### config.mk
export PLATFORM = sky130hd
export DESIGN_NAME = mult_share_arbiter_flat
export DESIGN_NICKNAME = d
export VERILOG_FILES = /design/src/rtl/mult_share_arbiter_if.sv /design/src/rtl/mult_share_arbiter.sv /design/src/flat_wrapper.sv
export SDC_FILE = /design/constraint.sdc
export NUM_CORES = 1
export LEC_CHECK = 0
export CORE_AREA = 5 5 182 184
export DETAILED_ROUTE_END_ITERATION = 8
export DIE_AREA = 0 0 187 189
export SLEW_MARGIN = 20
export SYNTH_ARGS = -nofsm -noshare
export SYNTH_HDL_FRONTEND = slang
export SYNTH_SLANG_ARGS = --single-unit
### constraint.sdc
create_clock -name clk -period 5.82 [get_ports clk]
set_input_delay 0.582 -clock clk [delete_from_list [all_inputs] [get_ports clk]]
set_output_delay 0.582 -clock clk [all_outputs]
set_load 0.02 [all_outputs]
### src/rtl/mult_share_arbiter_if.sv
// Signal bundle between requesters, mult_share_arbiter and the shared multiplier.
// The slave modport is the arbiter's view; master is the view of the surrounding environment.
interface mult_share_arbiter_if #(
  parameter int DATA_WIDTH = 32,
  parameter int NUM_REQ    = 4
);
  logic [NUM_REQ-1:0]            req_valid;
  logic [NUM_REQ-1:0]            req_ready;
  logic [NUM_REQ*DATA_WIDTH-1:0] req_a;
  logic [NUM_REQ*DATA_WIDTH-1:0] req_b;
  logic [NUM_REQ-1:0]            rsp_valid;
  logic [NUM_REQ-1:0]            rsp_ready;
  logic [2*DATA_WIDTH-1:0]       rsp_data;
  logic                          rsp_err;
  logic [DATA_WIDTH-1:0]         mult_a;
  logic [DATA_WIDTH-1:0]         mult_b;
  logic                          mult_start;
  logic                          mult_done;
  logic [2*DATA_WIDTH-1:0]       mult_c;
  logic                          busy;

  modport slave (
    input  req_valid, req_a, req_b, rsp_ready, mult_done, mult_c,
    output req_ready, rsp_valid, rsp_data, rsp_err, mult_a, mult_b, mult_start, busy
  );

  modport master (
    output req_valid, req_a, req_b, rsp_ready, mult_done, mult_c,
    input  req_ready, rsp_valid, rsp_data, rsp_err, mult_a, mult_b, mult_start, busy
  );
endinterface

### src/rtl/mult_share_arbiter.sv
// Round-robin sharing of one external variable-latency multiplier between NUM_REQ requesters,
// with a watchdog that turns a missing completion into an error response.
module mult_share_arbiter #(
  parameter int DATA_WIDTH = 32,
  parameter int NUM_REQ    = 4,
  parameter int TIMEOUT    = 2*DATA_WIDTH+8
) (
  input logic                 clk,
  input logic                 rst,
  mult_share_arbiter_if.slave bus
);
  localparam int IDX_W = $clog2(NUM_REQ);
  localparam int WD_W  = $clog2(TIMEOUT+1);

  typedef enum logic [1:0] {IDLE, ISSUE, WAIT, RESP} state_t;

  state_t                  state;
  logic [IDX_W-1:0]        ptr;
  logic [IDX_W-1:0]        grant_q;
  logic [IDX_W-1:0]        grant_idx;
  logic                    grant_found;
  logic [WD_W-1:0]         wd;
  logic [DATA_WIDTH-1:0]   mult_a_q;
  logic [DATA_WIDTH-1:0]   mult_b_q;
  logic                    mult_start_q;
  logic                    busy_q;
  logic                    rsp_err_q;
  logic [NUM_REQ-1:0]      rsp_valid_q;
  logic [NUM_REQ-1:0]      req_ready_c;
  logic [2*DATA_WIDTH-1:0] rsp_data_q;
  logic [DATA_WIDTH-1:0]   req_a_arr [NUM_REQ];
  logic [DATA_WIDTH-1:0]   req_b_arr [NUM_REQ];

  function automatic logic [IDX_W-1:0] rot_idx(input logic [IDX_W-1:0] base, input int offset);
    int sum;
    sum = int'(base) + offset;
    if (sum >= NUM_REQ) sum -= NUM_REQ;
    return IDX_W'(sum);
  endfunction

  for (genvar k = 0; k < NUM_REQ; k++) begin : g_unpack
    assign req_a_arr[k] = bus.req_a[k*DATA_WIDTH +: DATA_WIDTH];
    assign req_b_arr[k] = bus.req_b[k*DATA_WIDTH +: DATA_WIDTH];
  end

  // Scan downward so the requester closest to the pointer is the last (winning) assignment.
  always_comb begin
    grant_found = 1'b0;
    grant_idx   = '0;
    for (int i = NUM_REQ-1; i >= 0; i--) begin
      if (bus.req_valid[rot_idx(ptr, i)]) begin
        grant_found = 1'b1;
        grant_idx   = rot_idx(ptr, i);
      end
    end
  end

  always_comb begin
    req_ready_c = '0;
    if (!rst && state == IDLE && grant_found) req_ready_c[grant_idx] = 1'b1;
  end

  always_ff @(posedge clk or posedge rst) begin
    if (rst) begin
      state        <= IDLE;
      ptr          <= '0;
      grant_q      <= '0;
      wd           <= '0;
      mult_a_q     <= '0;
      mult_b_q     <= '0;
      mult_start_q <= 1'b0;
      busy_q       <= 1'b0;
      rsp_err_q    <= 1'b0;
      rsp_valid_q  <= '0;
      rsp_data_q   <= '0;
    end else begin
      mult_start_q <= 1'b0;
      unique case (state)
        IDLE: begin
          if (grant_found) begin
            grant_q      <= grant_idx;
            ptr          <= rot_idx(grant_idx, 1);
            mult_a_q     <= req_a_arr[grant_idx];
            mult_b_q     <= req_b_arr[grant_idx];
            mult_start_q <= 1'b1;
            busy_q       <= 1'b1;
            state        <= ISSUE;
          end
        end
        // mult_done may still be high from the previous job, so it is not looked at here.
        ISSUE: begin
          wd    <= '0;
          state <= WAIT;
        end
        WAIT: begin
          wd <= wd + WD_W'(1);
          if (bus.mult_done) begin
            rsp_data_q  <= bus.mult_c;
            rsp_err_q   <= 1'b0;
            rsp_valid_q <= NUM_REQ'(1) << grant_q;
            state       <= RESP;
          end else if (wd == WD_W'(TIMEOUT-1)) begin
            rsp_data_q  <= '0;
            rsp_err_q   <= 1'b1;
            rsp_valid_q <= NUM_REQ'(1) << grant_q;
            state       <= RESP;
          end
        end
        RESP: begin
          if (bus.rsp_ready[grant_q]) begin
            rsp_valid_q <= '0;
            busy_q      <= 1'b0;
            state       <= IDLE;
          end
        end
      endcase
    end
  end

  assign bus.req_ready  = req_ready_c;
  assign bus.rsp_valid  = rsp_valid_q;
  assign bus.rsp_data   = rsp_data_q;
  assign bus.rsp_err    = rsp_err_q;
  assign bus.mult_a     = mult_a_q;
  assign bus.mult_b     = mult_b_q;
  assign bus.mult_start = mult_start_q;
  assign bus.busy       = busy_q;
endmodule

### src/flat_wrapper.sv
// flat-port wrapper written by rule: the top's interface ports become plain ports
module mult_share_arbiter_flat 
#(
  parameter int DATA_WIDTH = 32,
  parameter int NUM_REQ    = 4,
  parameter int TIMEOUT    = 2*DATA_WIDTH+8
)
  (clk, rst, bus_req_valid, bus_req_a, bus_req_b, bus_rsp_ready, bus_mult_done, bus_mult_c, bus_req_ready, bus_rsp_valid, bus_rsp_data, bus_rsp_err, bus_mult_a, bus_mult_b, bus_mult_start, bus_busy);
  mult_share_arbiter_if #(.DATA_WIDTH(DATA_WIDTH), .NUM_REQ(NUM_REQ)) bus_i ();
  input logic clk;
  input logic rst;
  input wire logic [$bits(bus_i.req_valid)-1:0] bus_req_valid;
  input wire logic [$bits(bus_i.req_a)-1:0] bus_req_a;
  input wire logic [$bits(bus_i.req_b)-1:0] bus_req_b;
  input wire logic [$bits(bus_i.rsp_ready)-1:0] bus_rsp_ready;
  input wire logic [$bits(bus_i.mult_done)-1:0] bus_mult_done;
  input wire logic [$bits(bus_i.mult_c)-1:0] bus_mult_c;
  output wire logic [$bits(bus_i.req_ready)-1:0] bus_req_ready;
  output wire logic [$bits(bus_i.rsp_valid)-1:0] bus_rsp_valid;
  output wire logic [$bits(bus_i.rsp_data)-1:0] bus_rsp_data;
  output wire logic [$bits(bus_i.rsp_err)-1:0] bus_rsp_err;
  output wire logic [$bits(bus_i.mult_a)-1:0] bus_mult_a;
  output wire logic [$bits(bus_i.mult_b)-1:0] bus_mult_b;
  output wire logic [$bits(bus_i.mult_start)-1:0] bus_mult_start;
  output wire logic [$bits(bus_i.busy)-1:0] bus_busy;
  assign bus_i.req_valid = bus_req_valid;
  assign bus_i.req_a = bus_req_a;
  assign bus_i.req_b = bus_req_b;
  assign bus_i.rsp_ready = bus_rsp_ready;
  assign bus_i.mult_done = bus_mult_done;
  assign bus_i.mult_c = bus_mult_c;
  assign bus_req_ready = bus_i.req_ready;
  assign bus_rsp_valid = bus_i.rsp_valid;
  assign bus_rsp_data = bus_i.rsp_data;
  assign bus_rsp_err = bus_i.rsp_err;
  assign bus_mult_a = bus_i.mult_a;
  assign bus_mult_b = bus_i.mult_b;
  assign bus_mult_start = bus_i.mult_start;
  assign bus_busy = bus_i.busy;
  mult_share_arbiter #(.DATA_WIDTH(DATA_WIDTH), .NUM_REQ(NUM_REQ), .TIMEOUT(TIMEOUT)) u_core (.clk(clk), .rst(rst), .bus(bus_i));
endmodule
# After elaboration in Yosys (flattened, before gate mapping)
# Index checks and enable logic that the tools add are counted.
[totals]
ff_bits = 148
inputBits = 331
out_inout_bits = 139
[op_classes]
addsub = 10
order_cmp = 13
eq_ne = 7
shift = 1
mux = 51
bitwise = 1
n_reduce_logical = 14
[op_table]
columns = ["op", "count"]
rows = [
  ["binary-select mux 32 bit (select 2 bit)", 2],
  ["two-way mux 32 bit", 4],
  ["two-way mux 64 bit", 2],
  ["two-way mux 2 bit", 13],
  ["less-than comparator 2 x 3 -> 1 bit, second input constant", 6],
  ["two-way mux 1 bit", 16],
  ["two-way mux 4 bit", 4],
  [">= comparator 3 bit, second input constant", 5],
  ["case mux 7 bit (2 select lines)", 1],
  ["binary-select mux 1 bit (select 2 bit)", 5],
  ["subtractor 2 x 1 -> 2 bit, second input constant", 5],
  ["AND reduction 3 bit", 3],
  ["case mux 2 bit (4 select lines)", 1],
  ["case mux 4 bit (2 select lines)", 1],
  ["nonzero test 2 bit", 4],
  ["adder 7 x 1 -> 7 bit, second input constant", 1],
  ["== test 7 bit, second input constant", 1],
  ["adder 2 x 1 -> 3 bit, second input constant", 2],
  ["adder 2 x 2 -> 3 bit, second input constant", 2],
  ["== test 2 bit, second input constant", 2],
  ["!= test 2 x 1 -> 1 bit, second input constant", 2],
  ["AND reduction 2 bit", 2],
  ["left shift 1 x 2 -> 4 bit, first input constant", 1],
  [">= comparator 2 x 3 -> 1 bit, second input constant", 1],
  ["9 further kinds", 11],
]

# Logic depth before layout (Yosys ltp)
# Gate-level depths: netlist of the first run.
[depth]
word_depth = 14
ltp_mapped = 9

# Least setup slack after synthesis of the first run
# OpenSTA, ideal clock, no wires.
[synth_path]
path_type = "input-to-output"
from = "in rst"
to = "out bus_req_ready[2]"
arrival_time_ps = 4318
t_required_ps = 5238
setup_slack_ps = 920
cell_stages = 2
path_buffers = 0
path_cell_list = "inv_1 > and4_1"
[synth_via]
elab_chain_cells = 4
[synth_rtl]
columns = ["item", "line", "rtl"]
rows = [
  ["start, declared", "flat_wrapper.sv:11", "input logic rst;"],
  ["zero test 1 bit", "mult_share_arbiter.sv:60", "if (!rst && state == IDLE && grant_found) req_ready_c[grant_idx] = 1'b1;"],
  ["logical AND 1 bit (2 in a row)", "mult_share_arbiter.sv:60", ""],
  ["two-way mux 4 bit", "mult_share_arbiter.sv:60", ""],
  ["end, declared", "flat_wrapper.sv:18", "output wire logic [$bits(bus_i.req_ready)-1:0] bus_req_ready;"],
]
# No other way between the ends.

# Worst setup path in the final report of the first run
[layout_path]
from = "in bus_req_valid[0]"
to = "reg u_core.mult_a_q[18] (netlist: u_core.bus.mult_a[18])"
[layout_via]
elab_chain_cells = 10
[layout_rtl]
columns = ["item", "line", "rtl"]
rows = [
  ["start, declared", "flat_wrapper.sv:12", "input wire logic [$bits(bus_i.req_valid)-1:0] bus_req_valid;"],
  ["binary-select mux 1 bit (select 2 bit)", "mult_share_arbiter.sv:51", "if (bus.req_valid[rot_idx(ptr, i)]) begin"],
  ["two-way mux 1 bit (not written as such)", "mult_share_arbiter.sv:51", ""],
  ["two-way mux 2 bit (4 in a row)", "mult_share_arbiter.sv:51", ""],
  ["inverter 2 -> 3 bit (not written as such)", "mult_share_arbiter.sv:83", "mult_a_q <= req_a_arr[grant_idx];"],
  ["binary-select mux 32 bit (select 2 bit)", "mult_share_arbiter.sv:83", ""],
  ["two-way mux 32 bit (not written as such) (2 in a row)", "mult_share_arbiter.sv:83", ""],
  ["end signal, assigned", "mult_share_arbiter.sv:83", ""],
  ["end, declared", "mult_share_arbiter.sv:23", "logic [DATA_WIDTH-1:0] mult_a_q;"],
]
# Parallel ways exist; a longest one is shown, timed or not. The select of a mux whose other input is x is not followed.
# A chain may end at the register's enable or synchronous reset.

==> results.py, run 1 <==
metrics = {
    "run_status": {
        "status": "completed",
    },
    "grt": {
        "grt_max_degree": 131,
        "antenna_found_initial": 12,
        "grt_pass1_vias": 7563,
        "overflow": 0,
        "track_usage_pct": 17.1,
        "grt_pass1_wl_um": 46800,
    },
    "yosys": {
        "async_flop_share_pct": 100,
        "synth_cells": 627,
        "synth.distinct_cells": 51,
        "synth_area_per_cell_um2": 12.0,
        "synth_seq_cells": 148,
        "synth_area_um2": 7520,
        "synth_ff_type": "dfrtp_1",
        "synth.yosys.seq_area_share_pct": 49.3,
        "synth_nets": 963,
        "ys_warn_count": 0,
        "synth_edf_count": 0,
    },
    "cts": {
        "cts_hold_buf": 0,
        "cts-root-buf": "clkbuf_16",
        "insertion_delay_ns": 0.43,
        "clkTransAtPathRegs_ns": 0.07,
        "htreeDepth": 4,
        "clock_sinks": 148,
        "cts_setup_buffers": 0,
        "cts_resized": 0,
        "clock_path_buffers": 2,
        "tritoncts": "done",
        "cts_made_buffers": 17,
    },
    "job": {
        "cap_viol_max_count": 0,
    },
    "pwr": {
        "seqPwrFrac_pct": 28.8,
        "p_leak_nw": 5.44,
        "netSwitchingFraction_pct": 40.5,
        "clkPwrFrac_pct": 17.4,
        "power.internal_mw": 3.75,
        "power_switching_mw": 2.55,
        "comb_power_share_pct": 53.8,
        "powerDensity_nw_per_um2": 488,
        "ir_drop_mv": 0.297,
    },
    "setup_path": {
        "path_delay_family": "simple AND/OR/NAND/NOR gates",
        "critical_path_class": "in2reg",
        "start_kind": "input pin",
        "critPathArrivalTime_ns": 3.91,
        "cp_slowest_cell": "nand2_2",
        "slowest_delay_ns": 0.82,
        "worstSetupEndpointType": "flop",
        "crit_buf_inv": 3,
        "cp_max_fo": 73,
        "required_ns": 6.08,
        "worstPathCellList": "clkdlybuf4s50_1, nor4_2, nand2b_4, inv_2, nand2_2, buf_4, o221ai_1",
    },
    "timing": {
        "tns_ns": 0,
        "setup_viol": 0,
        "max_slew_margin_pct": 29.3,
        "clock_skew_ns": 0.00993,
        "report.final.slew_viol_count": 0,
        "hold_violations": 0,
        "period_share_pct": 62.8,
        "fmax_ghz": 0.274,
        "rsz0062_at_grt": "no",
        "worst_pin_slew_ns": 1.06,
        "layout_min_cycle_time_ns": 3.66,
    },
    "die": {
        "rows": 65,
        "die_w_um": 187,
        "die-area_um2": 35300,
        "pin_count": 470,
        "start_util_pct": 24.1,
        "die_h_um": 189,
        "coreArea_um2": 31200,
    },
    "place": {
        "portBuffers": 469,
        "gp_congestion": 0.799,
        "dpl.hpwl_um": 23500,
        "dpl_cell_area_um2": 12300,
    },
    "cells_and_area": {
        "drive_above_1_share_pct": 5.10,
        "multi_input_area_um2": 3330,
        "final_cell_area_um2": 12900,
        "fillers": 3061,
        "final_net_count": 1401,
        "ff_latch_area_um2": 3700,
        "area_growth_pct": 71.6,
    },
    "drt": {
        "final_antenna_net_count": 0,
        "drc": 0,
        "drtIter0Drc": 290,
        "via_per_inst": 4.71,
        "routed_wl_um": 31500,
        "drtPass1Iterations": 4,
        "routed-via-count": 6986,
        "wl_per_cell_um": 21.2,
    },
    "worst_hold_path": {
        "hp-class": "reg2reg",
    },
}
## final timing paths
kind	startpoint	end	slack, ns	cells after the start
worst max-delay path	bus_req_valid[0]	u_core.bus.mult_a[18]$_DFFE_PP0P_	2.16	7
worst min register to register	u_core.bus.mult_a[5]$_DFFE_PP0P_	u_core.bus.mult_a[5]$_DFFE_PP0P_	0.49	2
worst max register to register	u_core.state[1]$_DFFE_PP0P_	u_core.bus.mult_a[18]$_DFFE_PP0P_	2.62	7
max in group asynchronous	rst	u_core.bus.mult_b[25]$_DFFE_PP0P_	3.60	3
min in group asynchronous	rst	u_core.bus.rsp_valid[3]$_DFFE_PP0P_	0.79	2
worst min-delay path	u_core.bus.mult_a[5]$_DFFE_PP0P_	u_core.bus.mult_a[5]$_DFFE_PP0P_	0.49	2
## state kept, by name, indices dropped and copies added (netlist names)
signal and cells:
u_core.ptr 2, u_core.wd 7, u_core.state 2, u_core.grant_q 2, u_core.bus.rsp_valid 4, u_core.bus.mult_a 32
u_core.bus.busy 1, u_core.bus.mult_b 32, u_core.bus.rsp_data 64, u_core.bus.mult_start 1, u_core.bus.rsp_err 1
## worst reg2reg max path, cell delays in order, from the launching register on
cell	delay (ns)
dfrtp_1	0.40
inv_1	0.08
ha_1	0.24
nand2b_4	0.69
inv_2	0.18
nand2_2	0.82
buf_4	0.47
o221ai_1	0.17
## per-stage QoR
step / setup WS [ns] / hold slack, ns / power (mW) / util [%] / cells
finish: 2.16 / 0.486 / 6.30 / 41.3 / 1484
detailed placement: 1.62 / 0.472 / 5.26 / 39.5 / 1448
CTS: 2.11 / 0.490 / 6.39 / 41.3 / 1480
global placement: 1.71 / 0.468 / 5.22 / 39.5 / 1448
global route: 1.94 / 0.510 / 6.69 / 41.3 / 1484
floorplan: 0.920 / 0.477 / 3.82 / - / 627
## cells by family after synthesis
kind of cell               Yosys count  synth area share (%)
AOI/OAI and AO/OA                  157                  17.4
muxes                              136                  18.4
buffers and inverters               66                  6.77
and+or+nand+nor                    113                  7.07
xor gates and xnor gates             2                 0.233
DFF                                148                  49.3
adders and majority gates            5                 0.832
## area by class of cell
type | instances | area share (%)
clock inverter | 14 | 1.04
timing repair buffer | 474 | 36.8
antenna | 4 | 0.0776
clock buffer | 18 | 3.40
tap | 402 | 3.90
sequential | 148 | 28.7
inverter | 11 | 0.359
multi-input combinational | 413 | 25.8
## cell usage in the layout, fill, tap and decap left out, types with 2 or more instances in the layout
master,instances
nor3_1,3
buf_4,4
inv_6,4
inv_2,2
inv_8,6
clkbuf_16,17
ha_1,5
o22ai_1,2
nand3_1,3
nand4_1,2
nor3b_1,4
nor2_1,7
a22o_1,64
clkinv_4,4
o21ai_1,2
clkdlybuf4s50_1,469
o21ai_0,6
a21oi_1,10
inv_1,8
mux2_1,4
diode_2,4
o221ai_1,65
dfrtp_1,148
nand2_1,75
mux2i_1,130
or3_1,2
## power by group through the flow
stage	combinational, mW	sequential, mW	clock (mW)
3_3_place_gp	3.40	1.82	0
5_1_grt	3.64	1.87	1.18
4_1_cts	3.44	1.82	1.13
2_1_floorplan	1.50	2.32	0
6_report	3.39	1.82	1.09
3_5_place_dp	3.44	1.82	0
## cell usage after synthesis (2+ instances only)
cell	n	area, µm²
nor2_1	7	26.3
o21ai_1	2	10.0
a21oi_1	10	50.1
and2_1	2	12.5
o221ai_1	65	569
nor3b_1	4	30.0
buf_6	5	56.3
clkbuf_1	17	63.8
nand2_1	76	285
inv_1	9	33.8
bufbuf_8	2	37.5
nand4_1	2	12.5
o21ai_0	6	30.0
nand3_1	3	15.0
mux2_1	4	45.0
or3_1	2	12.5
nor3_1	3	15.0
o22ai_1	2	12.5
mux2i_1	130	1300
dfrtp_1	148	3700
nand2b_1	3	18.8
ha_1	5	62.6
a22o_1	64	561
buf_2	19	95.1
buf_12	10	200
inv_2	2	7.51
## per-layer routing
metal	global-route usage (%)	part of all wire, %	up-vias
met4	4.38	1.0	14
li1	-	-	3264
met5	0	0.22	-
met2	28.8	49	332
met1	19.3	38	3345
met3	8.85	11	31
Power figures use the tool's default switching activity.
==> inputs of run 2 (changes only) <==
clock period = 3.6 ns   (was 5.82 ns; I/O delays follow)
==> run 2 against run 1 <==
- combinational power increased by 63%
- sequential power increased by 61%
- worst setup slack got worse by 1.5 ns
- final cell count increased by 0.54%
- global-route usage increased by 0.23 points
- critical path depth decreased by 2
- sequential share of layout area decreased by 0.29 points
==> results.py, run 2 (synthesis gave the netlist of run 1 again) <==
metrics = {
    "setup_path": {
        "critPathArrivalTime_ns": 2.62,
        "start_kind": "flop",
        "path_delay_family": "simple AND/OR/NAND/NOR gates",
        "worstPathCellList": "nand2b_1, a21oi_1, or3_4, nor4_1, clkdlybuf4s50_1",
        "crit_buf_inv": 1,
        "r2r_end": "u_core.bus.rsp_data[53]$_DFFE_PP0P_",
        "reg2regPathDepth": 5,
        "worstSetupEndpointType": "output pin",
        "timing.rr.start": "u_core.state[0]$_DFFE_PP0P_",
        "r2r_slack_ns": 1.40,
        "slowest_delay_ns": 0.67,
        "cp_max_fo": 11,
        "critical_path_class": "reg2out",
        "required_ns": 3.24,
        "cp_slowest_cell": "clkdlybuf4s50_1",
    },
    "cts": {
        "tritoncts": "done",
        "insertion_delay_ns": 0.43,
        "clock_path_buffers": 2,
        "cts_resized": 0,
        "clkTransAtPathRegs_ns": 0.07,
        "htreeDepth": 4,
        "cts-root-buf": "clkbuf_16",
        "cts_setup_buffers": 0,
        "cts_made_buffers": 17,
        "clock_sinks": 148,
        "cts_hold_buf": 0,
    },
    "worst_hold_path": {
        "min_path_cells": 2,
        "holdCritStartpoint": "u_core.bus.mult_a[11]$_DFFE_PP0P_",
        "hold_end": "u_core.bus.mult_a[11]$_DFFE_PP0P_",
        "hp-class": "reg2reg",
    },
    "drt": {
        "drc": 0,
        "drtIter0Drc": 292,
        "drtPass1Iterations": 4,
        "wl_per_cell_um": 21.2,
        "final_antenna_net_count": 0,
        "routed_wl_um": 31700,
        "routed-via-count": 7062,
        "via_per_inst": 4.73,
    },
    "job": {
        "cap_viol_max_count": 0,
    },
    "timing": {
        "fmax_ghz": 0.335,
        "report.final.slew_viol_count": 0,
        "whs_ns": 0.487,
        "tns_ns": 0,
        "period_share_pct": 82.9,
        "fin_ws_ns": 0.616,
        "hold_violations": 0,
        "setup_viol": 0,
        "clock_skew_ns": 0.0155,
        "max_slew_margin_pct": 37.8,
        "rsz0062_at_grt": "no",
        "worst_pin_slew_ns": 0.932,
        "layout_min_cycle_time_ns": 2.98,
    },
    "pwr": {
        "p_leak_nw": 5.50,
        "total_power_mw": 10.3,
        "powerDensity_nw_per_um2": 793,
        "ir_drop_mv": 0.405,
    },
    "place": {
        "dp_cells": 1453,
        "portBuffers": 469,
        "gp_congestion": 0.817,
        "dpl.hpwl_um": 23600,
        "dpl_cell_area_um2": 12400,
        "pre_cts_ws_ns": 0.677,
    },
    "cells_and_area": {
        "layout.cells.most_common_list": "clkdlybuf4s50_1 (469), dfrtp_1 (148), mux2i_1 (130)",
        "ff_latch_area_um2": 3700,
        "area_growth_pct": 73.4,
        "drive_above_1_share_pct": 5.63,
        "final_net_count": 1406,
        "final_common_cell": "clkdlybuf4s50_1",
        "largest_reg_flops": 64,
        "fillers": 3026,
        "multi_input_area_um2": 3330,
        "finish.utilization_pct": 41.8,
        "stdcell_count": 1492,
        "final_cell_area_um2": 13000,
    },
    "grt": {
        "grt_pass1_vias": 7580,
        "antenna_found_initial": 10,
        "grt_pass1_wl_um": 47500,
        "grt_max_degree": 149,
        "track_usage_pct": 17.4,
        "overflow": 0,
    },
    "die": {
        "die_w_um": 187,
        "die-area_um2": 35300,
        "pin_count": 470,
        "start_util_pct": 24.1,
        "die_h_um": 189,
        "rows": 65,
        "coreArea_um2": 31200,
    },
    "run_status": {
        "status": "completed",
    },
}
[run 2: cell count changes in the layout (fill, tap and decap cells not counted)]
cell        change
clkinv_2        -1
clkinvlp_4      +1
inv_8           -2
diode_2         +3
buf_12          +3
and4_2          +1
bufinv_16       +1
clkinv_8        +4
buf_4           +2
and4_1          -1
clkinv_4        -2
inv_6           -1
[run 2: final cells by class]
class / count / area share [%]
Clock inverter: 14 / 1.41
Sequential cell: 148 / 28.4
Inverter: 11 / 0.345
Tap cell: 402 / 3.86
Clock buffer: 18 / 3.37
Antenna cell: 7 / 0.134
Multi-Input combinational cell: 413 / 25.5
Timing Repair Buffer: 479 / 37.0
[run 2: worst max path at each step]
stage	startpoint	to	slack (ns)	cells after the start
2_1_floorplan	rst	bus_req_ready[2]	0.08	2
3_3_place_gp	bus_req_valid[0]	bus_req_ready[1]	0.67	6
3_5_place_dp	bus_req_valid[0]	bus_req_ready[1]	0.68	6
4_1_cts	u_core.ptr[1]$_DFFE_PP0P_	bus_req_ready[1]	0.59	5
5_1_grt	u_core.ptr[1]$_DFFE_PP0P_	bus_req_ready[1]	0.51	5
6_report	u_core.ptr[1]$_DFFE_PP0P_	bus_req_ready[1]	0.62	5
[run 2: where the power goes]
group	leakage, nW	switching [mW]	total [mW]	internal, mW
combinational	3.35	2.83	5.53	2.70
clock	0.304	0.859	1.88	1.02
sequential	1.85	0.488	2.93	2.45
[run 2: worst reg2reg max path, stage by stage, from the launching register on]
cell and delay (ns):
dfrtp_1 0.40, inv_1 0.11, ha_1 0.37, and2_2 0.79, buf_4 0.35, a22o_1 0.14
[run 2: layer usage]
layer	global-route usage, %	wire, µm	vias to the layer above
met1	20.3	12600	3387
met4	6.29	705	6
met5	0	34	-
li1	-	-	3287
met3	7.41	3060	34
met2	28.7	15300	348
